[src/rtl/id_ex_hazard_ctrl.sv]
// ID/EX hazard control: tracks in-flight writes in EX/MEM/WB slots, stalls the front end on
// load-use hazards, flushes it on a taken branch/jump and selects EX operand forwarding.
module id_ex_hazard_ctrl #(
  parameter int unsigned LOAD_USE_STALL = 1,
  parameter int unsigned REG_AW         = 5
) (
  input  logic              clk_i,
  input  logic              rst_n_i,
  input  logic [REG_AW-1:0] id_rs_i,
  input  logic [REG_AW-1:0] id_rt_i,
  input  logic              id_use_rs_i,
  input  logic              id_use_rt_i,
  input  logic [REG_AW-1:0] id_rd_i,
  input  logic              id_RegWrite_i,
  input  logic              id_MemToReg_i,
  input  logic              ex_taken_i,
  output logic              pc_write_o,
  output logic              ifid_write_o,
  output logic              ifid_flush_o,
  output logic              idex_bubble_o,
  output logic [1:0]        fwd_a_o,
  output logic [1:0]        fwd_b_o,
  output logic [1:0]        stall_cnt_o
);

  typedef enum logic [0:0] {StRun, StStall} state_e;

  localparam logic [1:0] StallInit = 2'(LOAD_USE_STALL - 1);

  state_e            state_q, state_d;
  logic [1:0]        cnt_q, cnt_d;

  logic              ex_v_q, ex_v_d;
  logic              ex_mtr_q, ex_mtr_d;
  logic [REG_AW-1:0] ex_rs_q, ex_rs_d;
  logic [REG_AW-1:0] ex_rt_q, ex_rt_d;
  logic [REG_AW-1:0] ex_rd_q, ex_rd_d;
  logic              mem_v_q, mem_v_d;
  logic [REG_AW-1:0] mem_rd_q, mem_rd_d;
  logic              wb_v_q, wb_v_d;
  logic [REG_AW-1:0] wb_rd_q, wb_rd_d;

  logic              ex_hit, mem_hit, wb_hit;
  logic              hz;
  logic              pc_write, ifid_write, ifid_flush, idex_bubble;
  logic [1:0]        fwd_a, fwd_b;

  // A slot writing r0 never produces a usable value, so it never matches.
  assign ex_hit  = ex_v_q  & (ex_rd_q  != '0);
  assign mem_hit = mem_v_q & (mem_rd_q != '0);
  assign wb_hit  = wb_v_q  & (wb_rd_q  != '0);

  assign hz = ex_hit & ex_mtr_q &
              ((id_use_rs_i & (id_rs_i == ex_rd_q)) | (id_use_rt_i & (id_rt_i == ex_rd_q)));

  // Stall/flush FSM; flush wins over any stall and aborts a pending one.
  always_comb begin
    state_d     = state_q;
    cnt_d       = cnt_q;
    pc_write    = 1'b1;
    ifid_write  = 1'b1;
    ifid_flush  = 1'b0;
    idex_bubble = 1'b0;
    if (ex_taken_i) begin
      ifid_flush  = 1'b1;
      idex_bubble = 1'b1;
      state_d     = StRun;
      cnt_d       = 2'd0;
    end else begin
      unique case (state_q)
        StRun: begin
          if (hz) begin
            pc_write    = 1'b0;
            ifid_write  = 1'b0;
            idex_bubble = 1'b1;
            state_d     = StStall;
            cnt_d       = StallInit;
          end
        end
        StStall: begin
          if (cnt_q != 2'd0) begin
            pc_write    = 1'b0;
            ifid_write  = 1'b0;
            idex_bubble = 1'b1;
            cnt_d       = cnt_q - 2'd1;
          end else begin
            state_d = StRun;
          end
        end
        default: begin
          state_d = StRun;
          cnt_d   = 2'd0;
        end
      endcase
    end
  end

  // Register fields always follow ID; a bubble only kills the write and load flags.
  always_comb begin
    ex_v_d   = idex_bubble ? 1'b0 : id_RegWrite_i;
    ex_mtr_d = idex_bubble ? 1'b0 : id_MemToReg_i;
    ex_rs_d  = id_rs_i;
    ex_rt_d  = id_rt_i;
    ex_rd_d  = id_rd_i;
    mem_v_d  = ex_v_q;
    mem_rd_d = ex_rd_q;
    wb_v_d   = mem_v_q;
    wb_rd_d  = mem_rd_q;
  end

  always_comb begin
    fwd_a = 2'b00;
    if (mem_hit && (mem_rd_q == ex_rs_q)) begin
      fwd_a = 2'b10;
    end else if (wb_hit && (wb_rd_q == ex_rs_q)) begin
      fwd_a = 2'b01;
    end
  end

  always_comb begin
    fwd_b = 2'b00;
    if (mem_hit && (mem_rd_q == ex_rt_q)) begin
      fwd_b = 2'b10;
    end else if (wb_hit && (wb_rd_q == ex_rt_q)) begin
      fwd_b = 2'b01;
    end
  end

  always_ff @(posedge clk_i or negedge rst_n_i) begin
    if (!rst_n_i) begin
      state_q  <= StRun;
      cnt_q    <= 2'd0;
      ex_v_q   <= 1'b0;
      ex_mtr_q <= 1'b0;
      ex_rs_q  <= '0;
      ex_rt_q  <= '0;
      ex_rd_q  <= '0;
      mem_v_q  <= 1'b0;
      mem_rd_q <= '0;
      wb_v_q   <= 1'b0;
      wb_rd_q  <= '0;
    end else begin
      state_q  <= state_d;
      cnt_q    <= cnt_d;
      ex_v_q   <= ex_v_d;
      ex_mtr_q <= ex_mtr_d;
      ex_rs_q  <= ex_rs_d;
      ex_rt_q  <= ex_rt_d;
      ex_rd_q  <= ex_rd_d;
      mem_v_q  <= mem_v_d;
      mem_rd_q <= mem_rd_d;
      wb_v_q   <= wb_v_d;
      wb_rd_q  <= wb_rd_d;
    end
  end

  // While reset is held, a live ex_taken_i must not leak out as a flush/bubble.
  assign pc_write_o    = pc_write   | ~rst_n_i;
  assign ifid_write_o  = ifid_write | ~rst_n_i;
  assign ifid_flush_o  = ifid_flush  & rst_n_i;
  assign idex_bubble_o = idex_bubble & rst_n_i;
  assign fwd_a_o       = fwd_a;
  assign fwd_b_o       = fwd_b;
  assign stall_cnt_o   = (state_q == StStall) ? cnt_q : 2'd0;

endmodule
[config.mk]
export PLATFORM = sky130hd
export DESIGN_NAME = id_ex_hazard_ctrl
export DESIGN_NICKNAME = d
export VERILOG_FILES = /design/src/rtl/id_ex_hazard_ctrl.sv
export SDC_FILE = /design/constraint.sdc
export NUM_CORES = 1
export LEC_CHECK = 0
export ABC_AREA = 1
export BUFFER_PORTS_ARGS = -buffer_cell sky130_fd_sc_hd__buf_2
export CORE_ASPECT_RATIO = 0.7
export CORE_MARGIN = 10
export CORE_UTILIZATION = 26
export DETAILED_ROUTE_END_ITERATION = 10
export GPL_TIMING_DRIVEN = 0
export HOLD_SLACK_MARGIN = 0.08
export PLACE_DENSITY = 0.49
export SLEW_MARGIN = 40
export SYNTH_ARGS = -nofsm -noshare
export SYNTH_HDL_FRONTEND = slang
export SYNTH_SLANG_ARGS = --single-unit
[constraint.sdc]
create_clock -name clk_i -period 2.6 [get_ports clk_i]
set_input_delay 0.52 -clock clk_i [delete_from_list [all_inputs] [get_ports clk_i]]
set_output_delay 0.52 -clock clk_i [all_outputs]
set_load 0.02 [all_outputs]
==> load_flow_metrics.sql <==
INSERT INTO impl_metrics (metric_group, metric, value, unit) VALUES
('synthesis', 'synth_area_per_cell', '9.17', 'sq um'),
('cts', 'cts_buf_count', '5', ''),
('cells_and_area', 'layout-area-overhead-vs-synth', '24.5', '%'),
('global_routing', 'global_route_wire_length_before_repair', '5340', 'um'),
('timing', 'max_slew.worst_pin.slew', '0.483', 'ns'),
('routing', 'routed_wl', '3090', 'um'),
('cts', 'cts.repair.resized', '0', ''),
('power_and_ir_drop', 'power.combinational.fraction', '8.8', '%'),
('global_routing', 'number_of_global_route_vias_before_repair', '1146', ''),
('power_and_ir_drop', 'p_switching', '0.245', 'mW'),
('power_and_ir_drop', 'cell_internal_pwr', '0.849', 'mW'),
('worst_setup_path', 'critical_path_required', '2.08', 'ns'),
('timing', 'fmax', '0.447', 'GHz'),
('cts', 'clock_tree_from_tritoncts', 'built', ''),
('synthesis', 'syn-num-nets', '181', ''),
('cts', 'htree_num_levels', '2', ''),
('worst_setup_path', 'timing.rr.start', 'cnt_q[0]$_DFFE_PN0P_', ''),
('routing', 'routedWlPerCell', '11.5', 'um'),
('global_routing', 'grt_util_met2', '10.6', '%'),
('routing', 'ant_nets', '0', ''),
('routing', 'via_per_inst', '3.85', ''),
('timing', 'skew', '0.00328', 'ns'),
('floorplanning', 'floorplan.initialDensity', '27.3', '%'),
('place', 'gp_congestion', '0.804', ''),
('synthesis', 'syn-instance-count', '158', ''),
('worst_setup_path', 'cp-startpoint', 'ex_rd_q[2]$_DFF_PN0_', ''),
('timing', 'final-setup-viol-count', '0', ''),
('flow_run', 'timing.max_cap.violations', '0', ''),
('timing', 'period_minus_slack', '2.24', 'ns'),
('synthesis', 'synth_seq_area_share', '55.3', '%'),
('routing', 'detail_route.iter0.violations', '31', ''),
('worst_setup_path', 'setup.worst_path.end_class', 'output port', ''),
('routing', 'remaining_drc_errors', '0', ''),
('worst_hold_path', 'hold_removal_path_class', 'input pin to asynchronous set/reset pin', ''),
('global_routing', 'global_route.overflow_total', '0', ''),
('cts', 'clock_insertion_delay_worst_skew', '0.27', 'ns'),
('worst_setup_path', 'crit_slowest_cell', 'sky130_fd_sc_hd__dfrtp_1', ''),
('synthesis', 'synthesis.area', '1450', 'sq um'),
('place', 'port_buffer_count', '31', ''),
('timing', 'final_hold_violation_count', '0', ''),
('floorplanning', 'io-pin-count', '32', ''),
('worst_setup_path', 'critical_path_arrival', '1.72', 'ns'),
('worst_setup_path', 'worstReg2RegEnd', 'cnt_q[1]$_DFFE_PN0P_', ''),
('floorplanning', 'die_width', '109', 'um'),
('synthesis', 'ys_types', '19', ''),
('worst_setup_path', 'regToRegSetupSlack', '1.23', 'ns'),
('synthesis', 'synth-warning-count', '0', ''),
('worst_setup_path', 'cell_chain_of_the_critical_path', 'inv_1 -> nand2_1 -> nand2_1 -> nor2_1 -> nand3_1 -> nand2_1 -> nand2_2 -> a21oi_4 -> nand2_2 -> buf_4 -> buf_2', ''),
('global_routing', 'grtUsageTotal', '7.71', '%'),
('power_and_ir_drop', 'power_switching_share', '22.4', '%'),
('power_and_ir_drop', 'static-leakage-power', '0.965', 'nW'),
('routing', 'num_vias', '1036', ''),
('worst_setup_path', 'reg2reg_depth', '6', ''),
('cells_and_area', 'design.final.nets', '219', ''),
('worst_setup_path', 'worstSetupPathType', 'flop to output port', ''),
('timing', 'slew-limit-headroom', '67.5', '%'),
('worst_setup_path', 'cp_common_cell', 'sky130_fd_sc_hd__nand2_1', ''),
('worst_setup_path', 'cp-start-kind', 'flop', ''),
('global_routing', 'antenna_violations_before_repair', '0', ''),
('floorplanning', 'fp-row-count', '22', ''),
('cts', 'count_of_clock_tree_sinks', '32', ''),
('place', 'hpwlAfterDp', '2550', 'um'),
('run_status', 'status', 'finished, final reports clean', ''),
('synthesis', 'ys_ff_latch', '32', ''),
('power_and_ir_drop', 'power.ir.vdd_worst', '0.000273', 'V'),
('cells_and_area', 'drive_above_1_share', '23.9', '%'),
('global_routing', 'global_route.usage.met1', '10.5', '%'),
('global_routing', 'grt.busiest_layer', 'met2', ''),
('power_and_ir_drop', 'power.density', '606', 'nW/um^2'),
('cts', 'clk_pin_slew_worst_setup_hold_paths', '0.06', 'ns'),
('global_routing', 'met3_grt_util', '3.56', '%');
-- power groups by stage --
stage          clock network (mW)  registers, mW  logic [mW]
2_1_floorplan                   0          0.549      0.0561
3_3_place_gp                    0          0.556      0.0969
3_5_place_dp                    0          0.556      0.0987
4_1_cts                     0.469          0.546      0.0990
5_1_grt                     0.498          0.550       0.114
6_report                    0.452          0.546      0.0962
-- registers in the layout, indices dropped and copies added, names as in the netlist --
signal    flops
cnt_q         2
ex_mtr_q      1
ex_rd_q       5
ex_rs_q       5
ex_rt_q       5
ex_v_q        1
mem_rd_q      5
mem_v_q       1
state_q       1
wb_rd_q       5
wb_v_q        1
-- how the worst max path moves through the flow --
| stage | endpoint | cells past startpoint | slack, ns |
|---|---|---|---|
| finish | pc_write_o | 11 | 0.36 |
| global placement | pc_write_o | 12 | 0.43 |
| global route | pc_write_o | 11 | 0.12 |
| floorplan | fwd_a_o[0] | 3 | 0.45 |
| CTS | pc_write_o | 11 | 0.30 |
| detailed placement | pc_write_o | 12 | 0.43 |
-- routing by layer --
| metal | vias up | wire, um |
|---|---|---|
| li1 | 560 | - |
| met1 | 449 | 1620 |
| met2 | 25 | 1220 |
| met3 | 2 | 235 |
| met4 | 0 | 12 |
| met5 | - | 0 |
-- stage by stage --
step | utilization (%) | instances | area [sq um] | power (mW) | hold WS, ns
finish | 34.0 | 269 | 1800 | 1.09 | 0.191
floorplan | - | 158 | 1450 | 0.605 | 0.224
detailed placement | 31.9 | 261 | 1690 | 0.654 | 0.367
global route | 34.0 | 269 | 1800 | 1.16 | 0.214
CTS | 33.9 | 269 | 1800 | 1.11 | 0.336
global placement | 31.9 | 261 | 1690 | 0.652 | 0.362
-- cells by family (layout without fill, tap and decap cells) --
kind of cell	Yosys count	after routing	share of synthesized area, %
DFF	32	32	55.3
adders and majority gates	1	1	0.863
AOI/OAI and AO/OA	3	3	1.81
and+or+nand+nor	74	74	22.5
xor gates and xnor gates	20	20	12.1
buffers and inverters	28	67	7.51
-- cells in the mapped netlist, drive strengths merged --
master	instances	share of area, %
nand2	40	11
nor2	17	4.4
or4	1	0.52
nor3	2	0.69
o21ai	2	0.69
nor4	2	0.86
xnor2	10	6.0
ha	1	0.86
a21oi	1	1.1
nand3	5	2.1
dfrtp	32	55
buf	1	0.52
nand4	7	3.0
xor2	10	6.0
inv	27	7.0
-- worst max-delay path: cells and delay by family, from the launching register on --
kind | cells | cell delay, ns
AO/OA/AOI/OAI | 1 | 0.14
AND/OR/NAND/NOR | 7 | 0.52
buffers and inverters | 3 | 0.38
flip-flops | 1 | 0.41
-- final cells by class --
class	instances	area (sq um)	share of cell area (%)
Clock buffer	6	72.6	4.02
Timing Repair Buffer	31	158	8.74
Inverter	27	101	5.62
Buffer	1	7.51	0.416
Clock inverter	2	35.0	1.94
Tap cell	72	90.1	4.99
Sequential cell	32	801	44.4
Multi-Input combinational cell	98	539	29.9
Note: power is estimated with default switching activity, not from simulation.
